## src/rtl/runner_pkg.sv

```systemverilog
// Shared definitions for the runner game engine: FSM state encoding and
// the width of the speed level.
package runner_pkg;

  typedef enum logic [1:0] {
    ST_IDLE  = 2'd0,
    ST_PLAY  = 2'd1,
    ST_PAUSE = 2'd2,
    ST_OVER  = 2'd3
  } state_t;

  localparam int LEVEL_W = 3;

endpackage

```

## src/rtl/runner_tick_gen.sv

```systemverilog
// Scroll-tick divider. The period shrinks with the speed level down to a
// floor, and the tick is a one-cycle pulse on the cycle the divider wraps.
module runner_tick_gen
  import runner_pkg::*;
#(
  parameter int BASE_PERIOD = 250000,
  parameter int PERIOD_STEP = 25000,
  parameter int MIN_PERIOD  = 100000
) (
  input  logic               CLK,
  input  logic               RST,
  input  logic               clear_i,
  input  logic               hold_i,
  input  logic [LEVEL_W-1:0] level_i,
  output logic               tick_o
);

  localparam int DIV_W = $clog2(BASE_PERIOD + 1);

  logic [DIV_W-1:0] div_q, div_d;
  logic [31:0]      reduction;
  logic [31:0]      period;
  logic             wrap;

  // A level change only happens on a wrap edge, so the new period always
  // starts from a freshly cleared divider.
  always_comb begin
    reduction = 32'(level_i) * 32'(PERIOD_STEP);
    if (reduction + 32'(MIN_PERIOD) > 32'(BASE_PERIOD)) begin
      period = 32'(MIN_PERIOD);
    end else begin
      period = 32'(BASE_PERIOD) - reduction;
    end
  end

  assign wrap   = (32'(div_q) + 32'd1) >= period;
  assign tick_o = wrap && !hold_i;

  always_comb begin
    div_d = div_q;
    if (clear_i) begin
      div_d = '0;
    end else if (!hold_i) begin
      div_d = wrap ? '0 : div_q + DIV_W'(1);
    end
  end

  always_ff @(posedge CLK or posedge RST) begin
    if (RST) begin
      div_q <= '0;
    end else begin
      div_q <= div_d;
    end
  end

endmodule

```

## src/rtl/runner_game_core.sv

```systemverilog
// Runner game engine: run/pause/over FSM, obstacle track, jump timer,
// collision, score, speed level and session high score.
module runner_game_core
  import runner_pkg::*;
#(
  parameter int TRACK_LEN   = 16,
  parameter int BASE_PERIOD = 250000,
  parameter int PERIOD_STEP = 25000,
  parameter int MIN_PERIOD  = 100000,
  parameter int LEVEL_SCORE = 10,
  parameter int MAX_LEVEL   = 7,
  parameter int JUMP_TICKS  = 3,
  parameter int MIN_GAP     = 2,
  parameter int SCORE_W     = 16
) (
  input  logic                 CLK,
  input  logic                 RST,
  input  logic                 start_p,
  input  logic                 jump_p,
  input  logic                 pause_p,
  input  logic                 abort_p,
  input  logic [15:0]          rand_in,
  output logic [1:0]           state,
  output logic [TRACK_LEN-1:0] obs_map,
  output logic                 dino_air,
  output logic [SCORE_W-1:0]   score,
  output logic [SCORE_W-1:0]   high_score,
  output logic [LEVEL_W-1:0]   level,
  output logic                 new_high
);

  localparam int AIR_W = $clog2(JUMP_TICKS + 1);
  localparam int GAP_W = $clog2(MIN_GAP + 2);
  localparam int SUB_W = $clog2(LEVEL_SCORE + 1);

  state_t               state_q, state_d;
  logic [TRACK_LEN-1:0] map_q, map_d;
  logic [AIR_W-1:0]     air_q, air_d;
  logic [GAP_W-1:0]     gap_q, gap_d;
  logic [SUB_W-1:0]     sub_q, sub_d;
  logic [SCORE_W-1:0]   score_q, score_d;
  logic [SCORE_W-1:0]   high_q, high_d;
  logic [LEVEL_W-1:0]   level_q, level_d;
  logic                 new_high_q, new_high_d;
  logic                 dino_air_q;

  logic                 tick;
  logic                 clear_div;
  logic                 go_over;
  logic                 spawn;
  logic [AIR_W-1:0]     air_eff;
  logic [TRACK_LEN-1:0] shifted;
  logic                 unused_rand;

  assign unused_rand = ^rand_in[15:2];

  runner_tick_gen #(
    .BASE_PERIOD (BASE_PERIOD),
    .PERIOD_STEP (PERIOD_STEP),
    .MIN_PERIOD  (MIN_PERIOD)
  ) u_tick (
    .CLK     (CLK),
    .RST     (RST),
    .clear_i (clear_div),
    .hold_i  (state_q != ST_PLAY),
    .level_i (level_q),
    .tick_o  (tick)
  );

  // A jump in a tick cycle is applied before the collision check, so the
  // dino can clear an obstacle arriving on that very tick.
  always_comb begin
    state_d    = state_q;
    map_d      = map_q;
    air_d      = air_q;
    gap_d      = gap_q;
    sub_d      = sub_q;
    score_d    = score_q;
    high_d     = high_q;
    level_d    = level_q;
    new_high_d = 1'b0;
    clear_div  = 1'b0;
    go_over    = 1'b0;
    spawn      = 1'b0;
    air_eff    = air_q;
    shifted    = map_q;

    case (state_q)
      ST_IDLE, ST_OVER: begin
        if (start_p) begin
          state_d   = ST_PLAY;
          map_d     = '0;
          air_d     = '0;
          gap_d     = '0;
          sub_d     = '0;
          score_d   = '0;
          level_d   = '0;
          clear_div = 1'b1;
        end
      end
      ST_PLAY: begin
        if (jump_p && air_q == '0) begin
          air_eff = AIR_W'(JUMP_TICKS);
        end
        spawn   = (rand_in[1:0] == 2'b00) && (32'(gap_q) >= 32'(MIN_GAP));
        shifted = {spawn, map_q[TRACK_LEN-1:1]};
        if (abort_p) begin
          go_over = 1'b1;
        end else begin
          air_d = air_eff;
          if (tick) begin
            map_d = shifted;
            gap_d = spawn ? '0 : ((&gap_q) ? gap_q : gap_q + GAP_W'(1));
            if (shifted[0] && air_eff == '0) begin
              go_over = 1'b1;
            end else begin
              if (air_eff != '0) begin
                air_d = air_eff - AIR_W'(1);
              end
              if (!(&score_q)) begin
                score_d = score_q + SCORE_W'(1);
                if (32'(sub_q) == LEVEL_SCORE - 1) begin
                  sub_d = '0;
                  if (32'(level_q) < 32'(MAX_LEVEL)) begin
                    level_d = level_q + LEVEL_W'(1);
                  end
                end else begin
                  sub_d = sub_q + SUB_W'(1);
                end
              end
            end
          end
          if (!go_over && pause_p) begin
            state_d = ST_PAUSE;
          end
        end
      end
      ST_PAUSE: begin
        if (pause_p) begin
          state_d = ST_PLAY;
        end
      end
      default: state_d = ST_IDLE;
    endcase

    if (go_over) begin
      state_d = ST_OVER;
      if (score_q > high_q) begin
        high_d     = score_q;
        new_high_d = 1'b1;
      end
    end
  end

  always_ff @(posedge CLK or posedge RST) begin
    if (RST) begin
      state_q    <= ST_IDLE;
      map_q      <= '0;
      air_q      <= '0;
      gap_q      <= '0;
      sub_q      <= '0;
      score_q    <= '0;
      high_q     <= '0;
      level_q    <= '0;
      new_high_q <= 1'b0;
      dino_air_q <= 1'b0;
    end else begin
      state_q    <= state_d;
      map_q      <= map_d;
      air_q      <= air_d;
      gap_q      <= gap_d;
      sub_q      <= sub_d;
      score_q    <= score_d;
      high_q     <= high_d;
      level_q    <= level_d;
      new_high_q <= new_high_d;
      dino_air_q <= (air_d != '0);
    end
  end

  assign state      = state_q;
  assign obs_map    = map_q;
  assign dino_air   = dino_air_q;
  assign score      = score_q;
  assign high_score = high_q;
  assign level      = level_q;
  assign new_high   = new_high_q;

endmodule

```

## config.mk

```make
export PLATFORM = sky130hd
export DESIGN_NAME = runner_game_core
export DESIGN_NICKNAME = d
export VERILOG_FILES = /design/src/rtl/runner_pkg.sv /design/src/rtl/runner_tick_gen.sv /design/src/rtl/runner_game_core.sv
export SDC_FILE = /design/constraint.sdc
export NUM_CORES = 1
export LEC_CHECK = 0
export CAP_MARGIN = 15
export CORE_ASPECT_RATIO = 0.5
export CORE_UTILIZATION = 55
export CTS_CLUSTER_SIZE = 10
export DETAILED_ROUTE_END_ITERATION = 16
export PLACE_DENSITY_LB_ADDON = 0.08
export RECOVER_POWER = 50
export SLEW_MARGIN = 20
export SYNTH_ARGS = -nofsm -noshare
export SYNTH_HDL_FRONTEND = slang
export SYNTH_SLANG_ARGS = --single-unit
```

## constraint.sdc

```tcl
create_clock -name CLK -period 12.7 [get_ports CLK]
set_input_delay 2.54 -clock CLK [delete_from_list [all_inputs] [get_ports CLK]]
set_output_delay 2.54 -clock CLK [all_outputs]
set_load 0.02 [all_outputs]
```

; Word-level counts from Yosys, hierarchy flattened
; Cells that the tools add are included.
[op_classes]
add_sub_neg = 9
n_mul = 1
magnitude_cmp = 5
eq_ne = 18
n_mux = 58
n_reduce_logical = 23
[ops]
columns = op, count
row1 = $mux W16, 7
row2 = $pmux W16 S2, 2
row3 = $mux W18, 3
row4 = $mux W2, 17
row5 = $ge A32 B32 Y1, 1
row6 = $gt A32 B18 Y1 const B, 1
row7 = $mux W32, 1
row8 = $mux W4, 6
row9 = $mux W3, 7
row10 = $add A18 B1 Y19 const B, 1
row11 = $add A18 B17 Y19 const B, 1
row12 = $sub A18 B18 Y19 const A, 1
row13 = $add A18 B1 Y18 const B, 1
row14 = $add A16 B1 Y16 const B, 1
row15 = $gt A16 B16 Y1, 1
row16 = $ne A2 B2 Y1 const B, 8
row17 = $reduce_and A16 Y1, 1
row18 = $mul A3 B12 Y15 const B, 1
row19 = $ne A3 B3 Y1 const B, 5
row20 = $mux W1, 10
row21 = $logic_not A2 Y1, 4
row22 = $pmux W2 S2, 2
row23 = $pmux W4 S2, 1
row24 = $reduce_and A4 Y1, 2
row25 = 20 further kinds, 29
[totals]
register_bits = 81
in_bits = 22
output_inout_bits = 55

; Depth between registers and ports, before layout
[logic_depth]
word_depth = 16
depth_mapped = 25

; Modules after synthesis
; A second synthesis with hierarchy kept.
[unflattened]
hier_cells = 650
area_unflattened_um2 = 5715.5
[by_module_without_submodules]
columns = module, n_inst, cells_per_inst, area_each_um2
row1 = runner_game_core, 1, 411, 3734.8
row2 = runner_tick_gen, 1, 239, 1980.6

; Least setup slack after synthesis
; Ideal clock, no wire load.
[synth_path]
path_kind = reg-to-reg
startpoint = reg level_q[1] (netlist: level[1])
endpoint = reg map_q[10] (netlist: obs_map[10])
t_arrival_ns = 5.395
required_time_ns = 12.578
path_slack_ns = 7.183
stages_incl_launch_ff = 24
path_cell_list = dfrtp_1 clkbuf_1 inv_1 ha_1 inv_1 ha_1 ha_1 inv_1 ha_1 o2111ai_1 o31a_1 or4_1 nand3b_1 buf_4 and3_1 ha_1 a2111o_1 o311ai_1 nand2_1 buf_2 or2_2 buf_2 buf_1 a32o_1
[synth_between]
elab_chain_len = 8
word_cells_on_any_way = 9
classes_between = add/sub (2) / mul (1) / order compare (2) / eq/ne (1) / mux (1) / reduce/logical (2)
[synth_lines]
columns = element, line
row1 = start: declaration, runner_game_core.sv:43  ; logic [LEVEL_W-1:0] level_q, level_d;
row2 = start signal: assignment, runner_game_core.sv:175  ; level_q <= level_d;
row3 = $mul A3 B12 Y15 (*), runner_tick_gen.sv:28  ; reduction = 32'(level_i) * 32'(PERIOD_STEP);
row4 = $add A18 B17 Y19, runner_tick_gen.sv:29  ; if (reduction + 32'(MIN_PERIOD) > 32'(BASE_PERIOD)) begin
row5 = $gt A32 B18 Y1, runner_tick_gen.sv:29
row6 = $mux W32 (*), runner_tick_gen.sv:29
row7 = $ge A32 B32 Y1 (*), runner_tick_gen.sv:36  ; assign wrap = (32'(div_q) + 32'd1) >= period;
row8 = $logic_and A1 B1 Y1 (*), runner_tick_gen.sv:37  ; assign tick_o = wrap && !hold_i;
row9 = $ne A2 B2 Y1 (no line) (*), --
row10 = $reduce_and A4 Y1 (no line) (*), --
row11 = end signal: assignment, runner_game_core.sv:169  ; map_q <= map_d;
row12 = end: declaration, runner_game_core.sv:37  ; logic [TRACK_LEN-1:0] map_q, map_d;
; Mark *: on every way between the ends. The rest lies on a longest branch, timed or not.
; A chain may end at the register's enable or synchronous reset.

; Final worst setup path
[layout_path]
startpoint = reg level_q[0] (netlist: level[0])
endpoint = reg high_q[6] (netlist: high_score[6])
[layout_between]
elab_chain_len = 12
word_cells_on_any_way = 13
classes_between = add/sub (2) / mul (1) / order compare (2) / mux (6) / reduce/logical (2)
[layout_lines]
columns = element, line
row1 = $mul A3 B12 Y15 (*), runner_tick_gen.sv:28
row2 = $add A18 B17 Y19, runner_tick_gen.sv:29
row3 = $gt A32 B18 Y1, runner_tick_gen.sv:29
row4 = $mux W32 (*), runner_tick_gen.sv:29
row5 = $ge A32 B32 Y1 (*), runner_tick_gen.sv:36
row6 = $logic_and A1 B1 Y1 (*), runner_tick_gen.sv:37
row7 = $mux W1 (*), runner_game_core.sv:111  ; if (tick) begin
row8 = $mux W1 (*), runner_game_core.sv:107  ; if (abort_p) begin
row9 = $mux W1 (*), runner_game_core.sv:88  ; case (state_q)
row10 = $mux W1 (*), runner_game_core.sv:107
row11 = $mux W1 (*), runner_game_core.sv:88
row12 = $reduce_and A2 Y1 (no line) (*), --
row13 = end signal: assignment, runner_game_core.sv:174  ; high_q <= high_d;
row14 = end: declaration, runner_game_core.sv:42  ; logic [SCORE_W-1:0] high_q, high_d;
; Mark *: on every way between the ends. The rest lies on a longest branch, timed or not. The select of a mux whose other input is x is not followed.

==> reports/results.tsv <==
stage	metric	value	unit
synthesis	synth_top_area_share	0.3494	
clocking	clock_latency	0.35	ns
sta	worst_pin_slew	3.178	ns
critical_path	start_kind	flip-flop	
critical_path	path_buf_inv	0	
final_layout	nets	753	
clocking	htreeDepth	3	
drt	drt_wl_total	13.45	mm
clocking	path_clk_slew	0.07	ns
clocking	root_buffer	clkbuf_16	
drt	viasPerCell	6.084	
sta	hold_viol_final	0	
critical_path	critPathMaxStageDelay	0.78	ns
synthesis	ys_async_sr_fraction	1.000	
synthesis	synth_top_flop_cell	dfrtp_1	
die	core_area	10210	um2
global_route	antenna_found_initial	0	
placement	place_congestion	0.8670	
drt	vias	4977	
sta	tns	0	ns
synthesis	syn_area	5801	um2
placement	placed_cells	802	
clocking	cts-resized-gates	0	
synthesis	syn_area_per_cell	9.222	um2
power_and_ir_drop	irDropWorstVdd	0.00008592	V
clocking	ctsHoldBuffers	0	
final_layout	drive_above_1_share	0.07227	
critical_path	path_max_fanout	17	
placement	hpwl	9.523	mm
drt	drt-pass1-iter-count	5	
global_route	grt_pass1_wl	21.79	mm
drt	drtIter0Drc	248	
clocking	cts_tree	built	
flow_run	maxCapViolCount	1	
clocking	cts_max_path_buffers	2	
synthesis	ys_seq_area_frac	0.3494	
critical_path	worstPathArrival	7.13	ns
die	die_width	147.2	um
status	status	finished, violations left	
final_layout	area_growth_syn_to_layout	17.26	%
power_and_ir_drop	power.density	129.0	nW/um2
clocking	post_cts_buffers	0	
sta	fmax	0.1451	GHz
final_layout	diodes	0	
synthesis	synth_area_leader_cell	dfrtp_1	
drt	drc	0	
critical_path	path_delay_family	compound AO/OA/AOI/OAI gates	
sta	finalSetupViolations	0	
critical_path	path_cells	ha_1 -> ha_1 -> xor2_1 -> xnor2_1 -> mux2_2 -> mux2_2 -> or4_1 -> nand3b_1 -> and3_1 -> ha_1 -> a2111o_1 -> o311ai_1 -> nand2_1 -> o211ai_2 -> a221o_1 -> mux2_2	
sta	slew_headroom	-1.119	
power_and_ir_drop	p_leak	3.301	nW
die	ios	77	
critical_path	ff2ff_setup_slack	5.81	ns
global_route	grt_usage	0.2523	
sta	fin_crit	6.892	ns
hold_path	hold_path_class	flip-flop to flip-flop	
critical_path	crit_type	flip-flop to flip-flop	
die	start_util	0.5679	
synthesis	yosys_register_bits	81	
final_layout	fillers	853	
synthesis	post-synth-top-count-cell	dfrtp_1	
synthesis	yosys-top-cells-area	dfrtp_1, ha_1, nand3_1, nand2_1, a32o_1	
synthesis	synth_edf_count	0	
clocking	clock_sinks	81	
synthesis	yosysWarnings	0	
critical_path	worst_path_max_delay_cell	a221o_1	
drt	wl_per_cell	16.44	um
placement	post-place-ws	5.961	ns
synthesis	synthCells	629	
sta	final_max_slew_viol_count	59	
critical_path	crit_required	12.93	ns
clocking	numCtsBuffers	9	
global_route	gr-total-overflow	0	
die	num_rows	26	
global_route	grt_max_degree	59	
synthesis	ys_types	74	
placement	io_buffers	62	
sta	period_share	0.5426	
synthesis	syn_nets	709	
sta	finClkSkew	0.006733	ns
sta	worst_slack	5.808	ns
status	violations	capacitance limit, slew limit	
global_route	grt_pass1_vias	4493	
drt	antenna_left	0	
sta	rsz0062_at_grt	false	
die	die_h	74.62	um
critical_path	end_kind	flip-flop	
synthesis	synth_common_cells	dfrtp_1, nand2_1, ha_1	
die	dieArea	10990	um2
final_layout	fin_cells	818	
registers in the layout (all words and copies together), names as in the netlist:
name and flops:
u_tick.div_q 18, high_score 16, obs_map 16, score 16
sub_q 4, level 3, air_q 2, gap_q 2
state 2, dino_air 1, new_high 1
final cells by class:
cell class / instances / area [um2] / share of cell area
clock buffer: 10 / 239.0 / 0.03514
timing repair buffer: 64 / 631.9 / 0.09290
clock inverter: 6 / 97.59 / 0.01435
tap: 140 / 175.2 / 0.02575
sequential: 81 / 2027 / 0.2980
inverter: 39 / 147.6 / 0.02171
multi-input combinational: 478 / 3483 / 0.5121
worst register-to-register path, stage by stage (launching register included):
cell	delay, ns
dfrtp_1	0.69
ha_1	0.45
ha_1	0.27
xor2_1	0.16
xnor2_1	0.47
mux2_2	0.41
mux2_2	0.28
or4_1	0.42
nand3b_1	0.33
and3_1	0.23
ha_1	0.24
a2111o_1	0.43
o311ai_1	0.42
nand2_1	0.43
o211ai_2	0.36
a221o_1	0.78
mux2_2	0.42
placed cells by master, fill, tap and decap left out, drive strengths merged, types with 5 or more instances in the layout:
| master | Yosys | routed |
|---|---|---|
| clkbuf | 18 | 11 |
| mux2i | 9 | 9 |
| o211ai | 5 | 5 |
| nor2 | 32 | 32 |
| a32o | 16 | 16 |
| a21oi | 25 | 25 |
| dfrtp | 81 | 81 |
| xor2 | 15 | 15 |
| a22o | 5 | 5 |
| inv | 39 | 41 |
| nand4 | 11 | 11 |
| ha | 57 | 57 |
| nor3 | 12 | 12 |
| and2 | 6 | 6 |
| dlygate4sd3 | 0 | 28 |
| and3 | 24 | 24 |
| o21ai | 32 | 32 |
| o311ai | 5 | 5 |
| nand3 | 48 | 48 |
| clkdlybuf4s50 | 0 | 34 |
| xnor2 | 17 | 17 |
| mux2 | 15 | 15 |
| a21o | 7 | 7 |
| nand2 | 59 | 59 |
| nor2b | 6 | 6 |
| or3 | 5 | 5 |
report_power, final:
part           leakage, nW  switching (mW)  internal [mW]
logic                 2.04           0.203         0.0771
registers             1.10          0.0254          0.278
clock network        0.166           0.114          0.181
total                 3.30           0.342          0.536
metrics by stage:
stage,utilization,hold WS (ns),power (mW),cell area [um2]
2_1_floorplan,-,0.4787,0.5005,5801
3_3_place_gp,0.6324,0.4750,0.5734,6460
3_5_place_dp,0.6324,0.4804,0.5802,6460
4_1_cts,0.6654,0.4937,0.8762,6797
5_1_grt,0.6659,0.5246,0.9257,6802
6_report,0.6659,0.4837,0.8777,6802
final timing paths:
check                                            start                   endpoint  depth (start not counted)
min in group asynchronous                          RST    obs_map[12]$_DFFE_PP0P_                          2
worst max-delay path              level[0]$_DFFE_PP0P_  high_score[6]$_DFFE_PP0P_                         16
worst max register to register    level[0]$_DFFE_PP0P_  high_score[6]$_DFFE_PP0P_                         16
max in group asynchronous                          RST       level[1]$_DFFE_PP0P_                          3
worst min register to register  obs_map[0]$_DFFE_PP0P_     obs_map[0]$_DFFE_PP0P_                          1
worst min-delay path            obs_map[0]$_DFFE_PP0P_     obs_map[0]$_DFFE_PP0P_                          1
metal layers:
layer,wire length [um],track usage,vias to the layer above
met1,6685,0.3463,2441
met2,5988,0.4041,115
li1,-,-,2405
met4,148,0.08247,0
met5,0,0,-
met3,624,0.05515,16
cells by family after synthesis:
kind of cell               count (synthesis)  synth area share
and+or+nand+nor                          225            0.2000
AOI/OAI and AO/OA                        138            0.1708
DFF                                       81            0.3494
buffers and inverters                     70           0.05241
adders and majority gates                 58            0.1264
xor gates and xnor gates                  33           0.05242
muxes                                     24           0.04853
No activity file was read; power rests on OpenSTA's default activity.
